===== src/rtl/reg_bank_serial_reader.sv =====
// Register bank serial read-out: snapshots NUM_REGS registers on a start
// request and shifts them out MSB first, register 0 first, with each bit
// held for CLK_DIV clock cycles. All outputs are registered.
module reg_bank_serial_reader #(
  parameter int DATA_W   = 8,
  parameter int NUM_REGS = 3,
  parameter int CLK_DIV  = 4
) (
  input  logic                         clk,
  input  logic                         reset,
  input  logic                         start,
  input  logic [NUM_REGS*DATA_W-1:0]   regs_in,
  output logic                         busy,
  output logic                         frame,
  output logic                         sdo,
  output logic                         bit_strobe,
  output logic                         done
);

  localparam int N     = NUM_REGS * DATA_W;
  localparam int BIT_W = (N > 1) ? $clog2(N) : 1;
  localparam int DIV_W = (CLK_DIV > 1) ? $clog2(CLK_DIV) : 1;
  localparam int NXT   = (N > 1) ? N - 2 : 0;

  localparam logic [BIT_W-1:0] BIT_LAST = BIT_W'(N - 1);
  localparam logic [DIV_W-1:0] DIV_LAST = DIV_W'(CLK_DIV - 1);

  typedef enum logic [1:0] {
    IDLE,
    SHIFT,
    DONE
  } state_t;

  state_t             state_q;
  logic [N-1:0]       shadow_q;
  logic [N-1:0]       snap_d;
  logic [BIT_W-1:0]   bit_q;
  logic [DIV_W-1:0]   div_q;
  logic               busy_q;
  logic               frame_q;
  logic               sdo_q;
  logic               strobe_q;
  logic               done_q;

  // Reorder the bank so register 0 sits at the top of the shadow; a plain
  // left shift then emits register 0 first, each register MSB first.
  always_comb begin
    snap_d = '0;
    for (int unsigned k = 0; k < NUM_REGS; k++) begin
      snap_d[(NUM_REGS-1-k)*DATA_W +: DATA_W] = regs_in[k*DATA_W +: DATA_W];
    end
  end

  // Frame sequencer with registered outputs; sdo is loaded one edge ahead
  // from the bit that the shift is about to expose.
  always_ff @(posedge clk or posedge reset) begin
    if (reset) begin
      state_q  <= IDLE;
      shadow_q <= '0;
      bit_q    <= '0;
      div_q    <= '0;
      busy_q   <= 1'b0;
      frame_q  <= 1'b0;
      sdo_q    <= 1'b0;
      strobe_q <= 1'b0;
      done_q   <= 1'b0;
    end else begin
      case (state_q)
        IDLE: begin
          if (start) begin
            state_q  <= SHIFT;
            shadow_q <= snap_d;
            bit_q    <= '0;
            div_q    <= '0;
            busy_q   <= 1'b1;
            frame_q  <= 1'b1;
            sdo_q    <= snap_d[N-1];
            strobe_q <= 1'b1;
          end
        end
        SHIFT: begin
          if (div_q == DIV_LAST) begin
            div_q <= '0;
            if (bit_q == BIT_LAST) begin
              state_q  <= DONE;
              frame_q  <= 1'b0;
              sdo_q    <= 1'b0;
              strobe_q <= 1'b0;
              done_q   <= 1'b1;
            end else begin
              bit_q    <= bit_q + 1'b1;
              shadow_q <= shadow_q << 1;
              sdo_q    <= shadow_q[NXT];
              strobe_q <= 1'b1;
            end
          end else begin
            div_q    <= div_q + 1'b1;
            strobe_q <= 1'b0;
          end
        end
        DONE: begin
          state_q <= IDLE;
          busy_q  <= 1'b0;
          done_q  <= 1'b0;
        end
        default: begin
          state_q  <= IDLE;
          busy_q   <= 1'b0;
          frame_q  <= 1'b0;
          sdo_q    <= 1'b0;
          strobe_q <= 1'b0;
          done_q   <= 1'b0;
        end
      endcase
    end
  end

  assign busy       = busy_q;
  assign frame      = frame_q;
  assign sdo        = sdo_q;
  assign bit_strobe = strobe_q;
  assign done       = done_q;

endmodule


===== config.mk =====
export PLATFORM = sky130hd
export DESIGN_NAME = reg_bank_serial_reader
export DESIGN_NICKNAME = d
export VERILOG_FILES = /design/src/rtl/reg_bank_serial_reader.sv
export SDC_FILE = /design/constraint.sdc
export NUM_CORES = 1
export LEC_CHECK = 0
export CORE_MARGIN = 2
export CORE_UTILIZATION = 52
export CTS_CLUSTER_SIZE = 28
export DETAILED_ROUTE_END_ITERATION = 16
export PLACE_DENSITY = 0.88
export SYNTH_ARGS = -nofsm -noshare
export SYNTH_HDL_FRONTEND = slang
export SYNTH_SLANG_ARGS = --single-unit

===== constraint.sdc =====
create_clock -name clk -period 1.9 [get_ports clk]
set_input_delay 0.285 -clock clk [delete_from_list [all_inputs] [get_ports clk]]
set_output_delay 0.285 -clock clk [all_outputs]
set_load 0.05 [all_outputs]

# Word-level counts from Yosys, hierarchy flattened

Cells that the tools add are included.

Output and inout port bits: 5
Input bits: 27
Logic and storage cells: 62
Bits in registers: 37

Add/subtract/negate cells: 2
Reduce and logical (&&, ||, !) cells: 10
Multiplexer cells: 30
Equal/unequal tests: 8
Bitwise gates (word level): 3

Operators with widths:

| kind                  | count |
|---|---|
| $mux W23              | 3 |
| $pmux W23 S2          | 1 |
| $mux W5               | 3 |
| $mux W1               | 10 |
| $mux W2               | 5 |
| $pmux W5 S2           | 1 |
| $pmux W1 S3           | 3 |
| $reduce_and A3 Y1     | 3 |
| $ne A2 B2 Y1 const B  | 4 |
| $pmux W2 S2           | 2 |
| $reduce_and A4 Y1     | 2 |
| $reduce_and A2 Y1     | 3 |
| $add A5 B1 Y5 const B | 1 |
| $eq A5 B5 Y1 const B  | 1 |
| $eq A2 B2 Y1 const B  | 2 |
| $pmux W1 S2           | 2 |
| $not A1 Y1            | 3 |
| $add A2 B1 Y2 const B | 1 |
| $eq A2 B1 Y1 const B  | 1 |
| $logic_not A2 Y1      | 1 |
| $reduce_bool A2 Y1    | 1 |

# Depth between registers and ports, before layout

Depth in word-level cells: 4
Mapped depth: 6
Depth with buffers taken out: 4

# Worst setup path before layout

No wires, ideal clock.

Kind: register to register
Start point: reg bit_q[0]
End point: reg shadow_q[16]
Stages on the path, launching flop included: 7
Setup time: 127 ps
Required time: 1773 ps
Arrival: 1383 ps
Path slack: 390 ps
Period minus slack after synthesis: 1510 ps
Path buffers: 2
Cells stage by stage: dfrtp_1 > ha_1 > and4b_1 > buf_4 > buf_6 > o32ai_2 > a21oi_1

Longest elaborated chain between the ends: 3

RTL lines:

| element                     | RTL line | RTL |
|---|---|---|
| from (decl)                 | 37       | `logic [BIT_W-1:0] bit_q;` |
| from (signal assigned)      | 91       | `bit_q <= bit_q + 1'b1;` |
| $eq A5 B5 Y1                | 84       | `if (bit_q == BIT_LAST) begin` |
| $ne A2 B2 Y1 (no line)      | n/a      |  |
| $reduce_and A4 Y1 (no line) | n/a      |  |
| to (signal assigned)        | 72       | `shadow_q <= snap_d;` |
| to (signal assigned)        | 92       | `shadow_q <= shadow_q << 1;` |
| to (decl)                   | 35       | `logic [N-1:0] shadow_q;` |

No other way between the ends.
A chain may end at the register's enable or synchronous reset.

# Worst setup path after layout

Start point: reg sdo_q, in the netlist sdo
End point: out sdo

RTL lines:

| element                | RTL line | RTL |
|---|---|---|
| from (decl)            | 41       | `logic sdo_q;` |
| from (signal assigned) | 77       | `sdo_q <= snap_d[N-1];` |
| from (signal assigned) | 93       | `sdo_q <= shadow_q[NXT];` |
| to (decl)              | 15       | `output logic sdo,` |

No word-level cell between the ends.

==> impl_metrics.json <==
{
  "synth_edf_count": 0,
  "status": "finished, final reports clean",
  "route.met3.wl_um": 146,
  "routed_via_density": 5.835,
  "clk_pin_slew_ps": 70,
  "max_stage_delay_ps": 820,
  "slew_violations": 0,
  "dp_hpwl_um": 2737,
  "grt_first_pass_wirelength_um": 7176,
  "worstSetupEndpointType": "output pin",
  "insertion_delay_ps": 280,
  "ys_warn_count": 0,
  "antenna_found_initial": 0,
  "synth_top_area_share_pct": 48.52,
  "synth_area_leader_cell": "dfrtp_1",
  "ir_worst_vdd_v": 0.0004607,
  "critPathLaunch": "sdo$_DFFE_PP0P_",
  "timing.rr.end": "shadow_q[8]$_DFFE_PP0P_",
  "syn_inst": 173,
  "cap_violations": 0,
  "firstDrtPassIters": 4,
  "slowest_stage": "clkdlybuf4s50_1",
  "yosysMostFrequentCell": "dfrtp_1",
  "grt_pass1_vias": 1531,
  "cts-buffers-inserted": 5,
  "synthTopCellsByArea": "dfrtp_1 (49%), o32ai_2 (15%), a21oi_1 (6.8%)",
  "post-route-period-util_pct": 92.58,
  "tightest_slew_ps": 502.7,
  "gp_congestion": 0.8196,
  "ys_types": 33,
  "cts-root-buf": "clkbuf_8",
  "die-width_um": 64.58,
  "max_freq_mhz": 568.5,
  "clock_sinks": 37,
  "avgRoutedWirePerCell_um": 15.56,
  "hold-worst-slack_ps": 403.5,
  "power.density_nw_per_um2": 609.6,
  "wl_met1_um": 1784,
  "hp-class": "in2async",
  "finalWirelength_um": 4045,
  "min_period_ps": 1759,
  "cts_setup_buffers": 0,
  "vias": 1517,
  "reg2reg_depth": 5,
  "synth_seq_area_share_pct": 48.52,
  "cp_num_cells": 1,
  "drtIter0Drc": 75,
  "ctsHtreeMaxLevel": 2,
  "grt_max_degree": 38,
  "fp.dieH_um": 64.58,
  "cts_resized": 0,
  "cts_hold_buf": 0,
  "route.detailed.drc": 0,
  "area_growth_pct": 26.30,
  "hold_violations": 0,
  "drive_above_1_share_pct": 19.81,
  "crit_type": "reg2out",
  "synth-seq-cells": 37,
  "cts_buffer_depth": 2,
  "overflow": 0,
  "dr_wl_met2_um": 2060,
  "dieArea_sq_um": 4170,
  "critPathRequiredTime_ps": 1620,
  "cts_tree": "yes",
  "maxSlewHeadroom_pct": 66.38,
  "r2r_setup_slack_ps": 200,
  "highest_layer": "met4",
  "io_buffers": 31,
  "io_pins": 32,
  "syn-mean-instance-area_sq_um": 11.03,
  "finalClockSkew_ps": 4.994,
  "grt_usage_pct": 22.03,
  "initial_core_util_pct": 52.91,
  "timing.critical_path.max_delay_family": "buffers and inverters",
  "final_util_pct": 66.83,
  "startpoint_type": "flip-flop",
  "netlist_top_cells_count": "dfrtp_1 (37), a21oi_1 (26), nor2_1 (26), o32ai_2 (18), nand2_1 (10)",
  "synth.net_count": 202,
  "p_leak_nw": 1.119,
  "diodes": 0,
  "fp-row-count": 22,
  "path_max_fanout": 3,
  "worstPathArrival_ps": 1470,
  "setup_viol_count_final": 0,
  "async_flop_share_pct": 100.0,
  "detail-route-antenna-nets": 0,
  "grt_setup_unrepaired": "false",
  "total_power_mw": 1.469,
  "cp-endpoint": "sdo",
  "synth_flop_cell": "dfrtp_1",
  "fp.coreArea_sq_um": 3606,
  "nNetsFinal": 240,
  "path_cells": "clkdlybuf4s50_1",
  "r2r-start": "bit_q[0]$_DFFE_PP0P_",
  "fin_setup_tns_ps": 0,
  "syn_area_sq_um": 1908,
  "crit_buf_inv": 1
}
==> sequential cells by signal, indices dropped and copies added (netlist names) <==
register / count
state_q: 2
busy: 1
bit_q: 5
bit_strobe: 1
div_q: 2
shadow_q: 23
frame: 1
done: 1
sdo: 1
==> cell type report <==
class | instances | area [sq um]
Tap cell | 48 | 60.06
Clock buffer | 7 | 96.34
Fill cell | 276 | 1196
Clock inverter | 1 | 5.005
Sequential cell | 37 | 925.9
Inverter | 4 | 15.01
Timing Repair Buffer | 45 | 440.4
Multi-Input combinational cell | 118 | 867.1
==> layout by cell type (no fill, tap or decap), types with 2 or more instances in the layout <==
| cell type | n |
|---|---|
| nand2_1 | 10 |
| nand3b_1 | 2 |
| nor2_1 | 26 |
| ha_1 | 2 |
| o32ai_1 | 4 |
| buf_12 | 2 |
| buf_4 | 12 |
| a21oi_1 | 26 |
| clkdlybuf4s50_1 | 31 |
| a21o_1 | 3 |
| nand3_1 | 2 |
| inv_1 | 4 |
| a211o_1 | 2 |
| dfrtp_1 | 37 |
| and4b_1 | 2 |
| clkbuf_8 | 7 |
| o21ai_0 | 3 |
| mux2i_1 | 3 |
| o32ai_2 | 18 |
==> worst reg2reg max path: stages (launching register included) <==
cell and delay [ps]:
dfrtp_1 420, ha_1 280, and4b_1 310, buf_4 210
o32ai_1 280, a21oi_1 80
==> metrics by stage <==
step,instance area (sq um),setup WS [ps],instances
2_1_floorplan,1908,389.9,173
3_3_place_gp,2308,224.0,252
3_5_place_dp,2308,188.6,252
4_1_cts,2410,132.1,260
5_1_grt,2410,77.00,260
6_report,2410,140.9,260
==> power by group <==
part	internal (mW)	total (mW)	switching, mW
Clock	0.328	0.595	0.267
Combinational	0.0561	0.0850	0.0289
Sequential	0.788	0.789	0.000834
Total	1.17	1.47	0.297
==> layer usage <==
metal	up-vias	global-route usage (%)
met4	0	7.447
met3	7	3.472
met1	748	30.05
li1	719	-
met2	43	36.07
met5	-	0
==> cells by family after synthesis <==
logic type                 share of synthesized area (%)
AOI/OAI and AO/OA                                  29.11
adders and majority gates                          1.311
buffers and inverters                              6.032
DFF                                                48.52
muxes                                              1.574
and+or+nand+nor                                    13.44
==> how the worst min path moves through the flow <==
stage | start | depth (start not counted) | endpoint | slack [ps]
6_report | reset | 3 | shadow_q[16]$_DFFE_PP0P_ | 400
3_5_place_dp | bit_strobe$_DFFE_PP0P_ | 1 | bit_strobe$_DFFE_PP0P_ | 490
3_3_place_gp | div_q[1]$_DFFE_PP0P_ | 2 | div_q[1]$_DFFE_PP0P_ | 470
2_1_floorplan | regs_in[16] | 2 | shadow_q[0]$_DFFE_PP0P_ | 400
4_1_cts | reset | 3 | shadow_q[16]$_DFFE_PP0P_ | 410
5_1_grt | reset | 3 | shadow_q[12]$_DFFE_PP0P_ | 470
No activity file was read; power rests on OpenSTA's default activity.
